<file path="src/rtl/ex_muldiv_unit_if.sv">
// ex_muldiv_unit_if: EX-stage bundle between the pipeline and the HI/LO
// multiply/divide unit.
//   master (pipeline side) drives: flush, in_valid, funct, operand_1, operand_2
//                          reads:  stall_req, result, hi, lo
//   slave  (ex_muldiv_unit) sees the reverse directions.
interface ex_muldiv_unit_if #(
  parameter int DATA_WIDTH = 32
);
  logic                  flush;
  logic                  in_valid;
  logic [5:0]            funct;
  logic [DATA_WIDTH-1:0] operand_1;
  logic [DATA_WIDTH-1:0] operand_2;
  logic                  stall_req;
  logic [DATA_WIDTH-1:0] result;
  logic [DATA_WIDTH-1:0] hi;
  logic [DATA_WIDTH-1:0] lo;

  modport master (
    output flush, in_valid, funct, operand_1, operand_2,
    input  stall_req, result, hi, lo
  );

  modport slave (
    input  flush, in_valid, funct, operand_1, operand_2,
    output stall_req, result, hi, lo
  );
endinterface

</file>
<file path="src/rtl/ex_muldiv_unit.sv">
// ex_muldiv_unit: EX-stage HI/LO class executor. Multi-cycle MULT/MULTU,
// radix-2 restoring DIV/DIVU (one quotient bit per cycle), MTHI/MTLO/MFHI/MFLO,
// and the HI/LO architectural registers.
// Ports:
//   clk    - clock
//   rst_n  - synchronous active-low reset
//   bus    - ex_muldiv_unit_if.slave: flush, in_valid, funct, operand_1,
//            operand_2 in; stall_req, result (combinational), hi, lo out
//
// state | meaning
// IDLE  | waiting; accepts MULT*/DIV*, serves MT*/MF*
// MUL   | multiply in flight, counting MUL_CYCLES down
// DIV   | divide in flight, one quotient bit per cycle
// DONE  | hi/lo just written; pipeline advances once, no restart
module ex_muldiv_unit #(
  parameter int DATA_WIDTH = 32,
  parameter int MUL_CYCLES = 2
) (
  input  logic            clk,
  input  logic            rst_n,
  ex_muldiv_unit_if.slave bus
);
  localparam int W     = DATA_WIDTH;
  localparam int CNT_W = $clog2((W > MUL_CYCLES) ? W : MUL_CYCLES) + 1;

  localparam logic [5:0] F_MFHI = 6'h10;
  localparam logic [5:0] F_MTHI = 6'h11;
  localparam logic [5:0] F_MFLO = 6'h12;
  localparam logic [5:0] F_MTLO = 6'h13;

  typedef enum logic [1:0] {IDLE, MUL, DIV, DONE} state_t;

  state_t           state;
  logic [CNT_W-1:0] cnt;
  logic [W-1:0]     hi_q, lo_q;
  logic [W-1:0]     op_a;      // multiplicand, or dividend/quotient shift register
  logic [W-1:0]     op_b;      // multiplier, or divisor magnitude
  logic [W-1:0]     rem;
  logic             mul_signed, neg_q, neg_r;

  logic is_mul, is_div, is_signed, start;
  logic op1_neg, op2_neg;
  logic [W-1:0]   abs_1, abs_2;
  logic [2*W-1:0] ext_a, ext_b, prod;
  logic [W:0]     rem_sh, diff;
  logic [W-1:0]   q_next, r_next;

  // 18h/19h are MULT/MULTU, 1Ah/1Bh DIV/DIVU; bit 0 clear means signed.
  assign is_mul    = (bus.funct[5:1] == 5'b01100);
  assign is_div    = (bus.funct[5:1] == 5'b01101);
  assign is_signed = ~bus.funct[0];
  assign start     = bus.in_valid & (state == IDLE) & (is_mul | is_div) & ~bus.flush;

  assign op1_neg = is_signed & bus.operand_1[W-1];
  assign op2_neg = is_signed & bus.operand_2[W-1];
  assign abs_1   = op1_neg ? (~bus.operand_1 + 1'b1) : bus.operand_1;
  assign abs_2   = op2_neg ? (~bus.operand_2 + 1'b1) : bus.operand_2;

  // Low half of a 2W x 2W product of extended operands equals the exact
  // signed (or unsigned) W x W product.
  assign ext_a = mul_signed ? {{W{op_a[W-1]}}, op_a} : {{W{1'b0}}, op_a};
  assign ext_b = mul_signed ? {{W{op_b[W-1]}}, op_b} : {{W{1'b0}}, op_b};
  assign prod  = ext_a * ext_b;

  // Restoring step: the dividend MSB shifts out of op_a into the remainder,
  // and the quotient bit shifts into op_a from the bottom.
  assign rem_sh = {rem, op_a[W-1]};
  assign diff   = rem_sh - {1'b0, op_b};
  assign q_next = {op_a[W-2:0], ~diff[W]};
  assign r_next = diff[W] ? rem_sh[W-1:0] : diff[W-1:0];

  always_ff @(posedge clk) begin
    if (!rst_n) begin
      state      <= IDLE;
      cnt        <= '0;
      hi_q       <= '0;
      lo_q       <= '0;
      op_a       <= '0;
      op_b       <= '0;
      rem        <= '0;
      mul_signed <= 1'b0;
      neg_q      <= 1'b0;
      neg_r      <= 1'b0;
    end else if (bus.flush) begin
      state <= IDLE;
      cnt   <= '0;
    end else begin
      case (state)
        IDLE: begin
          if (start && is_mul) begin
            op_a       <= bus.operand_1;
            op_b       <= bus.operand_2;
            mul_signed <= is_signed;
            cnt        <= CNT_W'(MUL_CYCLES - 1);
            state      <= MUL;
          end else if (start && bus.operand_2 == '0) begin
            lo_q  <= '1;
            hi_q  <= bus.operand_1;
            state <= DONE;
          end else if (start) begin
            op_a  <= abs_1;
            op_b  <= abs_2;
            rem   <= '0;
            neg_q <= op1_neg ^ op2_neg;
            neg_r <= op1_neg;
            cnt   <= CNT_W'(W - 1);
            state <= DIV;
          end else if (bus.in_valid && bus.funct == F_MTHI) begin
            hi_q <= bus.operand_1;
          end else if (bus.in_valid && bus.funct == F_MTLO) begin
            lo_q <= bus.operand_1;
          end
        end
        MUL: begin
          if (cnt == '0) begin
            {hi_q, lo_q} <= prod;
            state        <= DONE;
          end else begin
            cnt <= cnt - 1'b1;
          end
        end
        DIV: begin
          op_a <= q_next;
          rem  <= r_next;
          if (cnt == '0) begin
            lo_q  <= neg_q ? (~q_next + 1'b1) : q_next;
            hi_q  <= neg_r ? (~r_next + 1'b1) : r_next;
            state <= DONE;
          end else begin
            cnt <= cnt - 1'b1;
          end
        end
        DONE:    state <= IDLE;
        default: state <= IDLE;
      endcase
    end
  end

  assign bus.stall_req = rst_n & ~bus.flush &
                         (start | (state == MUL) | (state == DIV));

  always_comb begin
    bus.result = '0;
    if (rst_n) begin
      if (bus.funct == F_MFHI)      bus.result = hi_q;
      else if (bus.funct == F_MFLO) bus.result = lo_q;
    end
  end

  assign bus.hi = hi_q;
  assign bus.lo = lo_q;
endmodule

</file>
<file path="src/flat_wrapper.sv">
// flat-port wrapper written by rule: the top's interface ports become plain ports
module ex_muldiv_unit_flat 
#(
  parameter int DATA_WIDTH = 32,
  parameter int MUL_CYCLES = 2
)
  (clk, rst_n, bus_flush, bus_in_valid, bus_funct, bus_operand_1, bus_operand_2, bus_stall_req, bus_result, bus_hi, bus_lo);
  ex_muldiv_unit_if #(.DATA_WIDTH(DATA_WIDTH)) bus_i ();
  input  logic clk;
  input  logic rst_n;
  input wire logic [$bits(bus_i.flush)-1:0] bus_flush;
  input wire logic [$bits(bus_i.in_valid)-1:0] bus_in_valid;
  input wire logic [$bits(bus_i.funct)-1:0] bus_funct;
  input wire logic [$bits(bus_i.operand_1)-1:0] bus_operand_1;
  input wire logic [$bits(bus_i.operand_2)-1:0] bus_operand_2;
  output wire logic [$bits(bus_i.stall_req)-1:0] bus_stall_req;
  output wire logic [$bits(bus_i.result)-1:0] bus_result;
  output wire logic [$bits(bus_i.hi)-1:0] bus_hi;
  output wire logic [$bits(bus_i.lo)-1:0] bus_lo;
  assign bus_i.flush = bus_flush;
  assign bus_i.in_valid = bus_in_valid;
  assign bus_i.funct = bus_funct;
  assign bus_i.operand_1 = bus_operand_1;
  assign bus_i.operand_2 = bus_operand_2;
  assign bus_stall_req = bus_i.stall_req;
  assign bus_result = bus_i.result;
  assign bus_hi = bus_i.hi;
  assign bus_lo = bus_i.lo;
  ex_muldiv_unit #(.DATA_WIDTH(DATA_WIDTH), .MUL_CYCLES(MUL_CYCLES)) u_core (.clk(clk), .rst_n(rst_n), .bus(bus_i));
endmodule
</file>
<file path="config.mk">
export PLATFORM = sky130hd
export DESIGN_NAME = ex_muldiv_unit_flat
export DESIGN_NICKNAME = d
export VERILOG_FILES = /design/src/rtl/ex_muldiv_unit_if.sv /design/src/rtl/ex_muldiv_unit.sv /design/src/flat_wrapper.sv
export SDC_FILE = /design/constraint.sdc
export NUM_CORES = 2
export LEC_CHECK = 0
export ABC_CLOCK_PERIOD_IN_PS = 17900
export BUFFER_PORTS_ARGS = -buffer_cell sky130_fd_sc_hd__clkbuf_2
export CELL_PAD_IN_SITES_DETAIL_PLACEMENT = 2
export CELL_PAD_IN_SITES_GLOBAL_PLACEMENT = 2
export CORE_MARGIN = 2
export CORE_UTILIZATION = 33
export DETAILED_ROUTE_END_ITERATION = 8
export MAX_ROUTING_LAYER = met4
export PLACE_DENSITY_LB_ADDON = 0.1
export RECOVER_POWER = 100
export SLEW_MARGIN = 10
export SYNTH_ARGS = -nofsm -noshare
export SYNTH_HDL_FRONTEND = slang
export SYNTH_SLANG_ARGS = --single-unit
</file>
<file path="constraint.sdc">
create_clock -name clk -period 17.9 [get_ports clk]
set_clock_uncertainty 0.1 [all_clocks]
set_input_delay 1.79 -clock clk [delete_from_list [all_inputs] [get_ports clk]]
set_output_delay 1.79 -clock clk [all_outputs]
set_load 0.02 [all_outputs]
</file>
==> flow_metrics.env <==
export IMPL_hold_path_class="flip-flop to flip-flop"
export IMPL_violations="max-capacitance violations, max-slew violations"
export IMPL_maxCapViolCount=8
export IMPL_pwr_share_comb_pct=28.9
export IMPL_place_congestion=0.923
export IMPL_postCtsSetupBuffers=0
export IMPL_rows=158
export IMPL_cpMostUsedCell="fa_1"
export IMPL_grt_pass1_wl_mm=410
export IMPL_start_util_pct=33.3
export IMPL_rr_startpoint="u_core.op_a[7]"
export IMPL_leakagePower_uw=0.0324
export IMPL_tightest_slew_ns=2.94
export IMPL_cts_buffers=17
export IMPL_p_int_uw=681
export IMPL_cp_end_kind="flip-flop"
export IMPL_synth_fa_ha_area_share_pct=53.1
export IMPL_grt_max_degree=77
export IMPL_grt_usage_pct=30.4
export IMPL_final_nets=8851
export IMPL_vdd_ir_drop_max_uv=84.9
export IMPL_clockBufferDepth=2
export IMPL_final_cells=9506
export IMPL_wirelength_mm=275
export IMPL_io_buffers=170
export IMPL_power_density_nw_per_um2=18.0
export IMPL_drc=0
export IMPL_ant_nets=0
export IMPL_syn_area_um2=61900
export IMPL_grt_ovfl_total=0
export IMPL_holdPathStages=2
export IMPL_die_w_um=437
export IMPL_swShare_pct=42.4
export IMPL_tns_ns=0
export IMPL_core_area_um2=186000
export IMPL_placedCellCount=9466
export IMPL_vias=49500
export IMPL_gr_usage_met3_pct=2.16
export IMPL_cts_tree="done"
export IMPL_antenna_found_initial=18
export IMPL_yosysWarnings=0
export IMPL_hpwl_mm=225
export IMPL_fmax_ghz=0.0820
export IMPL_syn_nets=8941
export IMPL_cpPeakStageDelay_ns=1.44
export IMPL_post_drt_via_cell_ratio=5.21
export IMPL_synth_top_family_by_area="adder cells"
export IMPL_cp_data_arrival_time_ns=12.58
export IMPL_clock_sinks=171
export IMPL_h_tree_depth=4
export IMPL_timing_hold_violations_final=0
export IMPL_final_common_cell="inv_1"
export IMPL_critPathSlowestCell="clkbuf_1"
export IMPL_outcome="finished with violations"
export IMPL_drtPass1Iterations=5
export IMPL_synth_compound_area_share_pct=8.94
export IMPL_worstReg2RegEnd="u_core.bus.hi[26]"
export IMPL_synthSimpleGateAreaFrac_pct=15.6
export IMPL_p_clk_share_pct=38.1
export IMPL_drive_above_1_share_pct=4.35
export IMPL_period_minus_slack_ns=12.20
export IMPL_postCtsHoldBufs=0
export IMPL_maxSlewHeadroom_pct=-95.9
export IMPL_required_ns=18.28
export IMPL_insertion_delay_ns=0.59
export IMPL_pwr_share_seq_pct=33.0
export IMPL_finalCritPeriodShare_pct=68.2
export IMPL_synth_seq_cells=171
export IMPL_use_met2_pct=49.1
export IMPL_holdCritStartpoint="u_core.op_a[23]"
export IMPL_finalMaxSlewViolations=279
export IMPL_final_area_um2=65800
export IMPL_total_power_uw=1180
export IMPL_io_pins=171
export IMPL_die_height_um=437
export IMPL_cts_root_buf="clkbuf_16"
export IMPL_final_cell_mix="1594 x inv_1, 1420 x fa_1, 764 x nand2_1"
export IMPL_gr_usage_met1_pct=41.7
export IMPL_drt_iter0_markers=2992
export IMPL_ys_seq_area_share_pct=5.53
export IMPL_synth_edf_count=0
export IMPL_syn_area_per_cell_um2=8.72
export IMPL_critical_path_peak_fanout=24
export IMPL_synthXorXnorAreaFrac_pct=3.44
export IMPL_grt_pass1_vias=57300
export IMPL_rrSetupSlack_ns=5.70
export IMPL_start_kind="flip-flop"
export IMPL_p_sw_uw=503
export IMPL_synth_distinct_cells=94
export IMPL_place_area_um2=65300
export IMPL_ctsResizeCount=0
export IMPL_synthToLayoutAreaGrowth_pct=6.37
export IMPL_clkTransAtPathRegs_ns=0.11
export IMPL_synth_async_reset_ratio_pct=0
export IMPL_min_to="u_core.op_a[23]"
export IMPL_fp_dieArea_um2=191000
export IMPL_postSynthCellCount=7095
export IMPL_grt_most_used_layer="met2"
export IMPL_ys_flop_type="dfxtp_1"
export IMPL_wire_per_inst_um=29.0
export IMPL_setup_violations=0
export IMPL_rsz0062_at_grt="no"
export IMPL_rr_worst_depth=31
export IMPL_synth_mux_area_share_pct=1.21
export IMPL_critPathKind="flip-flop to flip-flop"
## critical path: cells and delay by family (launching register included)
family / cells / cell delay, ns
AND/OR/NAND/NOR: 7 / 2.16
XOR/XNOR: 1 / 0.16
AO/OA/AOI/OAI: 4 / 1.26
flip-flops: 1 / 1.27
buffers and inverters: 8 / 2.06
adder cells (fa/ha/maj): 11 / 5.02
## registers in the layout (all words and copies together) (netlist names)
signal and count:
u_core.bus.lo 32, u_core.cnt 6, u_core.bus.hi 32, u_core.state 2, u_core.op_a 32, u_core.neg_q 1
u_core.mul_signed 1, u_core.neg_r 1, u_core.op_b 32, u_core.rem 32
## cells in the mapped netlist (33+ instances only)
| cell | count | area (um^2) |
|---|---|---|
| inv_1 | 1595 | 5990 |
| fa_1 | 1420 | 28400 |
| nand2_1 | 765 | 2870 |
| and2_1 | 541 | 3380 |
| clkbuf_1 | 353 | 1330 |
| ha_1 | 352 | 4400 |
| nor2_1 | 351 | 1320 |
| a21oi_1 | 245 | 1230 |
| dfxtp_1 | 171 | 3420 |
| o21ai_0 | 162 | 811 |
| xnor2_1 | 159 | 1390 |
| xor2_1 | 84 | 736 |
| a21o_1 | 71 | 533 |
| nor3_1 | 69 | 345 |
| mux2i_1 | 67 | 671 |
| nand3_1 | 49 | 245 |
| a211oi_1 | 47 | 353 |
| o211ai_1 | 39 | 293 |
| nor4_1 | 37 | 231 |
| a221oi_1 | 36 | 315 |
| and3_1 | 34 | 213 |
| o31ai_1 | 33 | 248 |
## worst max-delay path by stage
stage | endpoint | startpoint
after floorplan | u_core.bus.hi[31] | u_core.op_a[31]
after CTS | u_core.bus.hi[26] | u_core.mul_signed
after global routing | u_core.bus.hi[26] | u_core.op_a[7]
final | u_core.bus.hi[26] | u_core.op_a[7]
after detailed placement | u_core.bus.hi[26] | u_core.mul_signed
after global placement | u_core.bus.hi[26] | u_core.mul_signed
## power groups by stage
stage          Clock [uW]  Sequential (uW)  Combinational (uW)
2_1_floorplan           0              395                 209
3_3_place_gp            0              399                 335
3_5_place_dp            0              400                 338
4_1_cts               463              391                 340
5_1_grt               469              391                 365
6_report              451              391                 342
## metrics by stage
step | setup WS, ns | util [%] | hold WS (ns)
5_1_grt | 5.16 | 35.4 | 0.385
3_5_place_dp | 6.08 | 35.2 | 0.365
6_report | 5.70 | 35.4 | 0.382
2_1_floorplan | 8.48 | - | 0.365
3_3_place_gp | 6.20 | 35.2 | 0.350
4_1_cts | 5.99 | 35.5 | 0.380
## cell type report
cell class	instances	area, um^2
antenna	8	20.0
clock buffer	17	425
clock inverter	15	213
fill	20900	120000
inverter	1598	6000
multi-input combinational	4923	51000
sequential	171	3470
tap	2480	3100
timing repair buffer	294	1620
## cell families after synthesis
logic type / count (synthesis)
simple gates: 1994
xor+xnor: 243
mux: 74
compound gates: 837
flops: 171
buf+inv: 2001
fa+ha+maj: 1775
## per-layer routing
metal,share of wire [%],vias up
met5,0,-
met1,46,27100
met3,3.7,163
li1,-,21300
met4,2.5,0
met2,47,1005
Note: power is estimated with default switching activity, not from simulation.
